<file path="config.mk">
export PLATFORM = sky130hd
export DESIGN_NAME = mode_fsm
export DESIGN_NICKNAME = d
export VERILOG_FILES = /design/src/rtl/mode_fsm.sv
export SDC_FILE = /design/constraint.sdc
export NUM_CORES = 1
export LEC_CHECK = 0
export ABC_AREA = 1
export BUFFER_PORTS_ARGS = -buffer_cell sky130_fd_sc_hd__buf_2
export CAP_MARGIN = 20
export CORE_MARGIN = 2
export CORE_UTILIZATION = 45
export DETAILED_ROUTE_END_ITERATION = 10
export GPL_TIMING_DRIVEN = 0
export REMOVE_ABC_BUFFERS = 1
export SLEW_MARGIN = 0
export SYNTH_ARGS = -nofsm -noshare
export SYNTH_HDL_FRONTEND = slang
export SYNTH_SLANG_ARGS = --single-unit
export TNS_END_PERCENT = 100
</file>
<file path="constraint.sdc">
create_clock -name clk -period 3.25 [get_ports clk]
set_input_delay 0.65 -clock clk [delete_from_list [all_inputs] [get_ports clk]]
set_output_delay 0.65 -clock clk [all_outputs]
set_load 0.02 [all_outputs]
</file>
<file path="src/rtl/mode_fsm.sv">
// Fan mode sequencer: OFF/STANDBY/fan levels plus timed LEVEL3 (hurricane) and CLEAN runs.
// state | meaning: OFF 0 powered down | STANDBY 1 idle | LEVEL1/2 2,3 fan | LEVEL3 4 timed boost | CLEAN 5 timed self-clean
module mode_fsm #(
  parameter int CLK_FREQ      = 100_000_000,
  parameter int HURRICANE_SEC = 60,
  parameter int CLEAN_SEC     = 180
) (
  input  logic       clk,
  input  logic       rstn,
  input  logic       power_toggle,
  input  logic       standby_pulse,
  input  logic       level1_pulse,
  input  logic       level2_pulse,
  input  logic       level3_pulse,
  input  logic       clean_pulse,
  output logic [2:0] current_mode,
  output logic [7:0] countdown,
  output logic       hurricane_used
);

  localparam int PW = (CLK_FREQ > 1) ? $clog2(CLK_FREQ) : 1;
  localparam logic [PW-1:0] PRESC_MAX = PW'(CLK_FREQ - 1);

  typedef enum logic [2:0] {
    OFF_MODE     = 3'd0,
    STANDBY_MODE = 3'd1,
    LEVEL1_MODE  = 3'd2,
    LEVEL2_MODE  = 3'd3,
    LEVEL3_MODE  = 3'd4,
    CLEAN_MODE   = 3'd5
  } mode_t;

  mode_t         mode;
  mode_t         nxt;
  logic [PW-1:0] presc;
  logic          tick;
  logic          timed;
  logic          expire;

  // Each branch tests only the pulses legal in that mode, highest priority first,
  // so an illegal higher-priority pulse falls through to the next legal one.
  always_comb begin
    tick   = (presc == PRESC_MAX);
    timed  = (mode == LEVEL3_MODE) || (mode == CLEAN_MODE);
    expire = timed && tick && (countdown == 8'd1);
    nxt    = mode;
    case (mode)
      OFF_MODE: begin
        if (power_toggle) nxt = STANDBY_MODE;
      end
      STANDBY_MODE: begin
        if (power_toggle)                         nxt = OFF_MODE;
        else if (level3_pulse && !hurricane_used) nxt = LEVEL3_MODE;
        else if (level2_pulse)                    nxt = LEVEL2_MODE;
        else if (level1_pulse)                    nxt = LEVEL1_MODE;
        else if (clean_pulse)                     nxt = CLEAN_MODE;
      end
      LEVEL1_MODE: begin
        if (power_toggle)       nxt = OFF_MODE;
        else if (standby_pulse) nxt = STANDBY_MODE;
        else if (level2_pulse)  nxt = LEVEL2_MODE;
      end
      LEVEL2_MODE: begin
        if (power_toggle)       nxt = OFF_MODE;
        else if (standby_pulse) nxt = STANDBY_MODE;
        else if (level1_pulse)  nxt = LEVEL1_MODE;
      end
      LEVEL3_MODE: begin
        if (power_toggle) nxt = OFF_MODE;
        else if (expire)  nxt = LEVEL2_MODE;
      end
      CLEAN_MODE: begin
        if (power_toggle) nxt = OFF_MODE;
        else if (expire)  nxt = STANDBY_MODE;
      end
      default: nxt = OFF_MODE;
    endcase
  end

  always_ff @(posedge clk or negedge rstn) begin
    if (!rstn) begin
      mode           <= OFF_MODE;
      countdown      <= 8'd0;
      hurricane_used <= 1'b0;
      presc          <= '0;
    end else begin
      mode <= nxt;
      if (nxt != mode) begin
        // Restart the second prescaler so the first decrement is a full second after entry.
        presc <= '0;
        case (nxt)
          LEVEL3_MODE: countdown <= 8'(HURRICANE_SEC);
          CLEAN_MODE:  countdown <= 8'(CLEAN_SEC);
          default:     countdown <= 8'd0;
        endcase
        if (nxt == OFF_MODE)         hurricane_used <= 1'b0;
        else if (nxt == LEVEL3_MODE) hurricane_used <= 1'b1;
      end else begin
        presc <= tick ? '0 : presc + PW'(1);
        if (timed && tick && (countdown > 8'd1)) countdown <= countdown - 8'd1;
      end
    end
  end

  assign current_mode = mode;

endmodule

</file>
Word-level counts from Yosys, hierarchy flattened --
Index checks and enable logic that the tools add are counted.
Word-level totals: register bits 39, bits in latches 0, bits in writable memories 0, memory bits (read-only) 0, input bits 8, output and inout bits 12, logic and storage cells 52, memories 0
Cells by class: add/subtract/negate cells 2, $mul 0, div/mod/pow operators 0, order comparisons 1, equality and inequality tests 10, shift-type cells 0, muxes and demuxes 24, bitwise operators 0, reduce and logical (&&, ||, !) cells 11
Operators by type and width (number):
- 27-bit two-way mux | 2
- 3-bit two-way mux | 16
- 27-bit by 1-bit adder with 27-bit output, second input constant | 1
- 27-bit == test, second input constant | 1
- 3-bit case mux with 6 select lines | 1
- 8-bit two-way mux | 2
- 8-bit case mux with 2 select lines | 1
- 3-bit == test, second input constant | 4
- 8-bit by 1-bit == test with 1-bit output, second input constant | 1
- 8-bit by 1-bit greater-than comparator with 1-bit output, second input constant | 1
- 8-bit by 1-bit subtractor with 8-bit output, second input constant | 1
- 3-bit by 2-bit == test with 1-bit output, second input constant | 2
- 3-bit logical NOT | 2
- 1-bit logical AND | 4
- 2-bit nonzero test | 2
- 3-bit by 1-bit == test with 1-bit output, second input constant | 1
- 3-bit != test | 1
- 1-bit two-way mux | 2
- 2-bit AND reduction | 1
- 1-bit logical NOT | 1
- 1-bit logical OR | 1

Longest topological paths before layout --
word-level depth 10, depth in mapped cells 18, depth with buffers taken out 17

Worst setup path after synthesis --
Ideal clock, no wire load.
kind register to register, from register presc[0], to register presc[14], library setup time 0.128 ns, arrival 1.842 ns, required time 3.122 ns, setup slack 1.280 ns, stages on the path, launching flop included 17, path buffers 2, clock period less this slack 1.970 ns, cells stage by stage dfrtp_1 -> ha_1 -> nand2_2 -> nor2_4 -> nand2_4 -> inv_2 -> nand2_1 -> nor2_2 -> nand4_1 -> nand2_1 -> nand2_2 -> nand2_2 -> nand2_2 -> buf_6 -> nand3_4 -> buf_12 -> nor2_4
On the way: longest elaborated chain between the ends 8, elaborated cells between the ends (all ways) 12, classes of those cells 1 x add/sub; 2 x eq/ne; 7 x mux; 2 x reduce/logical
Ends and longest elaborated chain:
- from (decl) | RTL line 35 | logic [PW-1:0] presc;
- from (signal assigned) | RTL line 99 | presc <= tick ? '0 : presc + PW'(1);
- 27-bit == test | RTL line 43 | tick = (presc == PRESC_MAX);
- 1-bit logical AND (2 in series) | RTL line 45 | expire = timed && tick && (countdown == 8'd1);
- 3-bit two-way mux, on equally long branches | RTL line 74, 70
- 3-bit two-way mux, on equally long branches | RTL line 73, 69
- 3-bit case mux with 6 select lines | RTL line 47 | case (mode)
- 3-bit != test | RTL line 88 | if (nxt != mode) begin
- 27-bit two-way mux (*) | RTL line 88
Every way passes the cells marked *; elsewhere a longest branch is shown, timed or not. A chain may end at the register's enable or synchronous reset.

Worst setup path in the final report --
from register presc[0], to register countdown[3]
On the way: longest elaborated chain between the ends 9, elaborated cells between the ends (all ways) 15, classes of those cells 4 x eq/ne; 7 x mux; 4 x reduce/logical
Ends and longest elaborated chain:
- 27-bit == test (*) | RTL line 43
- 1-bit logical AND (*) | RTL line 45, 100
- 1-bit logical AND | RTL line 45
- 3-bit two-way mux, on equally long branches | RTL line 74, 70
- 3-bit two-way mux, on equally long branches | RTL line 73, 69
- 3-bit case mux with 6 select lines | RTL line 47
- 3-bit == test | RTL line 91 | case (nxt)
- 8-bit case mux with 2 select lines | RTL line 91
- 8-bit two-way mux | RTL line 88
- to (signal assigned) | RTL line 92 | LEVEL3_MODE: countdown <= 8'(HURRICANE_SEC);
- to (signal assigned) | RTL line 93 | CLEAN_MODE: countdown <= 8'(CLEAN_SEC);
- to (signal assigned) | RTL line 100 | if (timed && tick && (countdown > 8'd1)) countdown <= countdown - 8'd1;
- to (decl) | RTL line 17 | output logic [7:0] countdown,
Marks and branches as above.

==> insert_results.sql <==
INSERT INTO impl_metrics (metric_group, metric, value, unit) VALUES
('timing', 'rsz_0062_raised_after_global_routing', 'false', ''),
('global_route', 'largest_net_degree_at_the_start_of_global_routing', '40', ''),
('flow_run', 'maxCapViolCount', '0', ''),
('yosys', 'syn-instance-count', '358', ''),
('clock_tree', 'tritoncts', 'done', ''),
('timing', 'report.final.setup_viol', '0', ''),
('place', 'gp_routability_congestion', '0.7827', ''),
('floorplanning', 'die-area', '6712', 'um^2'),
('clock_tree', 'post_cts.repair.setup_buffers', '0', ''),
('place', 'portBuffers', '19', ''),
('clock_tree', 'htree_levels', '2', ''),
('cells_and_area', 'final_layout_size_suffix_gt1_share', '19.79', '%'),
('detailed_routing', 'wirelength', '5.525', 'mm'),
('floorplanning', 'die_height', '81.93', 'um'),
('critical_path', 'reg_to_reg_critical_path_endpoint', 'countdown[3]$_DFFE_PN0P_', ''),
('yosys', 'post_synth_most_frequent_cells', '78 x sky130_fd_sc_hd__nand2_1, 46 x sky130_fd_sc_hd__nor2_1, 40 x sky130_fd_sc_hd__inv_1', ''),
('yosys', 'synthFlopType', 'sky130_fd_sc_hd__dfrtp_1', ''),
('detailed_routing', 'dr_total_vias', '2237', ''),
('yosys', 'synth_area_leaders', 'sky130_fd_sc_hd__dfrtp_1 36%, sky130_fd_sc_hd__nand2_1 11%, sky130_fd_sc_hd__nor2_1 6.3%', ''),
('detailed_routing', 'postRouteAntennaNets', '0', ''),
('critical_path', 'worst_path_top_cell_family_by_delay', 'simple AND/OR/NAND/NOR gates', ''),
('global_route', 'antenna_found_initial', '0', ''),
('global_route', 'gr-total-overflow', '0', ''),
('status', 'run_status', 'finished clean', ''),
('floorplanning', 'row_count', '28', ''),
('critical_path', 'worstSetupPathType', 'register to register', ''),
('cells_and_area', 'postLayoutCoreUtil', '50.23', '%'),
('yosys', 'synth_sequential_area_ratio', '35.71', '%'),
('critical_path', 'cpPeakStageDelay', '420', 'ps'),
('timing', 'final.setup_skew', '10.19', 'ps'),
('global_route', 'grt_usage', '18.76', '%'),
('place', 'post-dp-hpwl', '4.151', 'mm'),
('timing', 'finalHoldWorstSlack', '477.1', 'ps'),
('global_route', 'first_global_vias', '2129', ''),
('yosys', 'leading_cell_type_by_number_of_instances_after_synthesis', 'sky130_fd_sc_hd__nand2_1', ''),
('detailed_routing', 'drc', '0', ''),
('timing', 'maxClockFrequency', '0.3783', 'GHz'),
('power', 'static-leakage-power', '1.348', 'nW'),
('critical_path', 'crit-reg2reg-launch', 'presc[0]$_DFF_PN0_', ''),
('clock_tree', 'number_of_buffers_added_to_fix_hold_violations_after_cts', '0', ''),
('clock_tree', 'tritoncts_num_sinks', '39', ''),
('critical_path', 'critical_path.startpoint_type', 'register', ''),
('yosys', 'ys_seq_elements', '39', ''),
('power', 'total_power', '1.854', 'mW'),
('timing', 'final-hold-violation-count', '0', ''),
('critical_path', 'timing.critical_path.mode_cell', 'sky130_fd_sc_hd__nand2_1', ''),
('power', 'ir_worst_vdd', '0.0003452', 'V'),
('cells_and_area', 'seq_area', '975.9', 'um^2'),
('yosys', 'area_share_of_the_leading_cell_type_in_the_synthesized_netlist', '35.71', '%'),
('cells_and_area', 'multiInputGateArea', '1528', 'um^2'),
('clock_tree', 'library_cell_used_as_clock_root_buffer', 'sky130_fd_sc_hd__clkbuf_8', ''),
('critical_path', 'r2r_setup_slack', '610', 'ps'),
('cells_and_area', 'area_growth', '8.196', '%'),
('yosys', 'yosys.cell_types.count', '35', ''),
('detailed_routing', 'first_pass_iters', '5', ''),
('yosys', 'synthDominantAreaCellType', 'sky130_fd_sc_hd__dfrtp_1', ''),
('clock_tree', 'clkLatencyLatePin', '290', 'ps'),
('place', 'place.detailed.instances', '446', ''),
('critical_path', 'worst_ep_arrival_time', '2880', 'ps'),
('critical_path', 'critical_path.slowest_cell', 'sky130_fd_sc_hd__nand3_2', ''),
('global_route', 'first_pass_grt_wire_length', '9.687', 'mm'),
('floorplanning', 'boundaryPins', '20', ''),
('timing', 'finalCritPeriodShare', '81.34', '%'),
('detailed_routing', 'routedWlPerCell', '12.17', 'um'),
('power', 'p_per_area', '627.1', 'nW/um^2'),
('timing', 'slew_headroom', '40.78', '%'),
('yosys', 'number_of_warnings_reported_in_the_yosys_synthesis_log', '0', ''),
('yosys', 'synth_enable_flop_cells', '0', ''),
('clock_tree', 'cts-resized-gates', '0', ''),
('floorplanning', 'placeableCoreArea', '5886', 'um^2'),
('clock_tree', 'clockBufferDepth', '2', '');
==> cell type report <==
| type | instances | area share (%) |
|---|---|---|
| Clock buffer | 7 | 2.920 |
| Clock inverter | 1 | 0.2962 |
| Inverter | 45 | 5.713 |
| Multi-Input combinational cell | 268 | 51.67 |
| Sequential cell | 39 | 33.01 |
| Tap cell | 75 | 3.174 |
| Timing Repair Buffer | 19 | 3.216 |
==> sequential cells by signal, indices dropped and copies added, names as in the netlist <==
register and count:
current_mode 3, presc 27, countdown 8, hurricane_used 1
==> metal layers <==
metal | routed length [um] | vias up | share of wire, % | GRT usage, %
li1 | - | 1185 | - | -
met1 | 2869 | 1024 | 52 | 26.49
met2 | 2443 | 23 | 44 | 29.84
met3 | 164 | 5 | 3.0 | 3.626
met4 | 48 | 0 | 0.87 | 4.000
met5 | 0 | - | 0 | 0
==> through the flow <==
stage | area, um^2 | worst slack, ps
final | 2957 | 606.4
after detailed placement | 2861 | 597.1
after CTS | 2957 | 585.1
after global placement | 2861 | 560.3
after floorplan | 2673 | 1140
after global routing | 2957 | 356.5
==> logic make-up (layout without fill, tap and decap cells) <==
kind of cell | count (synthesis) | count (layout) | share of synthesized area, %
simple gates | 226 | 226 | 44.00
compound gates | 18 | 18 | 3.801
buf+inv | 51 | 72 | 8.379
fa+ha+maj | 3 | 3 | 1.374
xor+xnor | 21 | 21 | 6.731
flops | 39 | 39 | 35.71
==> worst max path at each step <==
stage                                   from                          to  cells past startpoint
after floorplan           presc[0]$_DFF_PN0_  hurricane_used$_DFFE_PN0P_                     16
after global placement          level1_pulse    countdown[3]$_DFFE_PN0P_                     13
after detailed placement  presc[0]$_DFF_PN0_    countdown[3]$_DFFE_PN0P_                     17
after CTS                 presc[0]$_DFF_PN0_    countdown[3]$_DFFE_PN0P_                     17
after global routing      presc[0]$_DFF_PN0_    countdown[3]$_DFFE_PN0P_                     17
final                     presc[0]$_DFF_PN0_    countdown[3]$_DFFE_PN0P_                     17
==> placed cells by master (no fill, tap or decap), types with 2 or more instances in the layout <==
cell type and count:
sky130_fd_sc_hd__nand2_1 78, sky130_fd_sc_hd__nor2_1 46, sky130_fd_sc_hd__inv_1 40, sky130_fd_sc_hd__dfrtp_1 39, sky130_fd_sc_hd__nand3_1 22, sky130_fd_sc_hd__buf_2 19, sky130_fd_sc_hd__nor3_1 18, sky130_fd_sc_hd__nand4_1 16
sky130_fd_sc_hd__nor2_4 14, sky130_fd_sc_hd__xor2_1 14, sky130_fd_sc_hd__nand2_2 9, sky130_fd_sc_hd__o21ai_0 7, sky130_fd_sc_hd__xnor2_1 7, sky130_fd_sc_hd__nor2_2 6, sky130_fd_sc_hd__clkbuf_8 6, sky130_fd_sc_hd__inv_2 5
sky130_fd_sc_hd__nand2_4 4, sky130_fd_sc_hd__a21oi_1 4, sky130_fd_sc_hd__or2_2 3, sky130_fd_sc_hd__ha_1 3, sky130_fd_sc_hd__o21ai_1 2, sky130_fd_sc_hd__nand3_2 2, sky130_fd_sc_hd__nor3_2 2, sky130_fd_sc_hd__nand3_4 2
==> power by group <==
group,switching (mW),internal (mW),leakage [nW],total [mW]
Sequential,0.0814,0.545,0.534,0.626
Clock,0.174,0.174,0.0484,0.348
Combinational,0.614,0.266,0.766,0.880
Total,0.869,0.985,1.35,1.85
No activity file was read; power rests on OpenSTA's default activity.
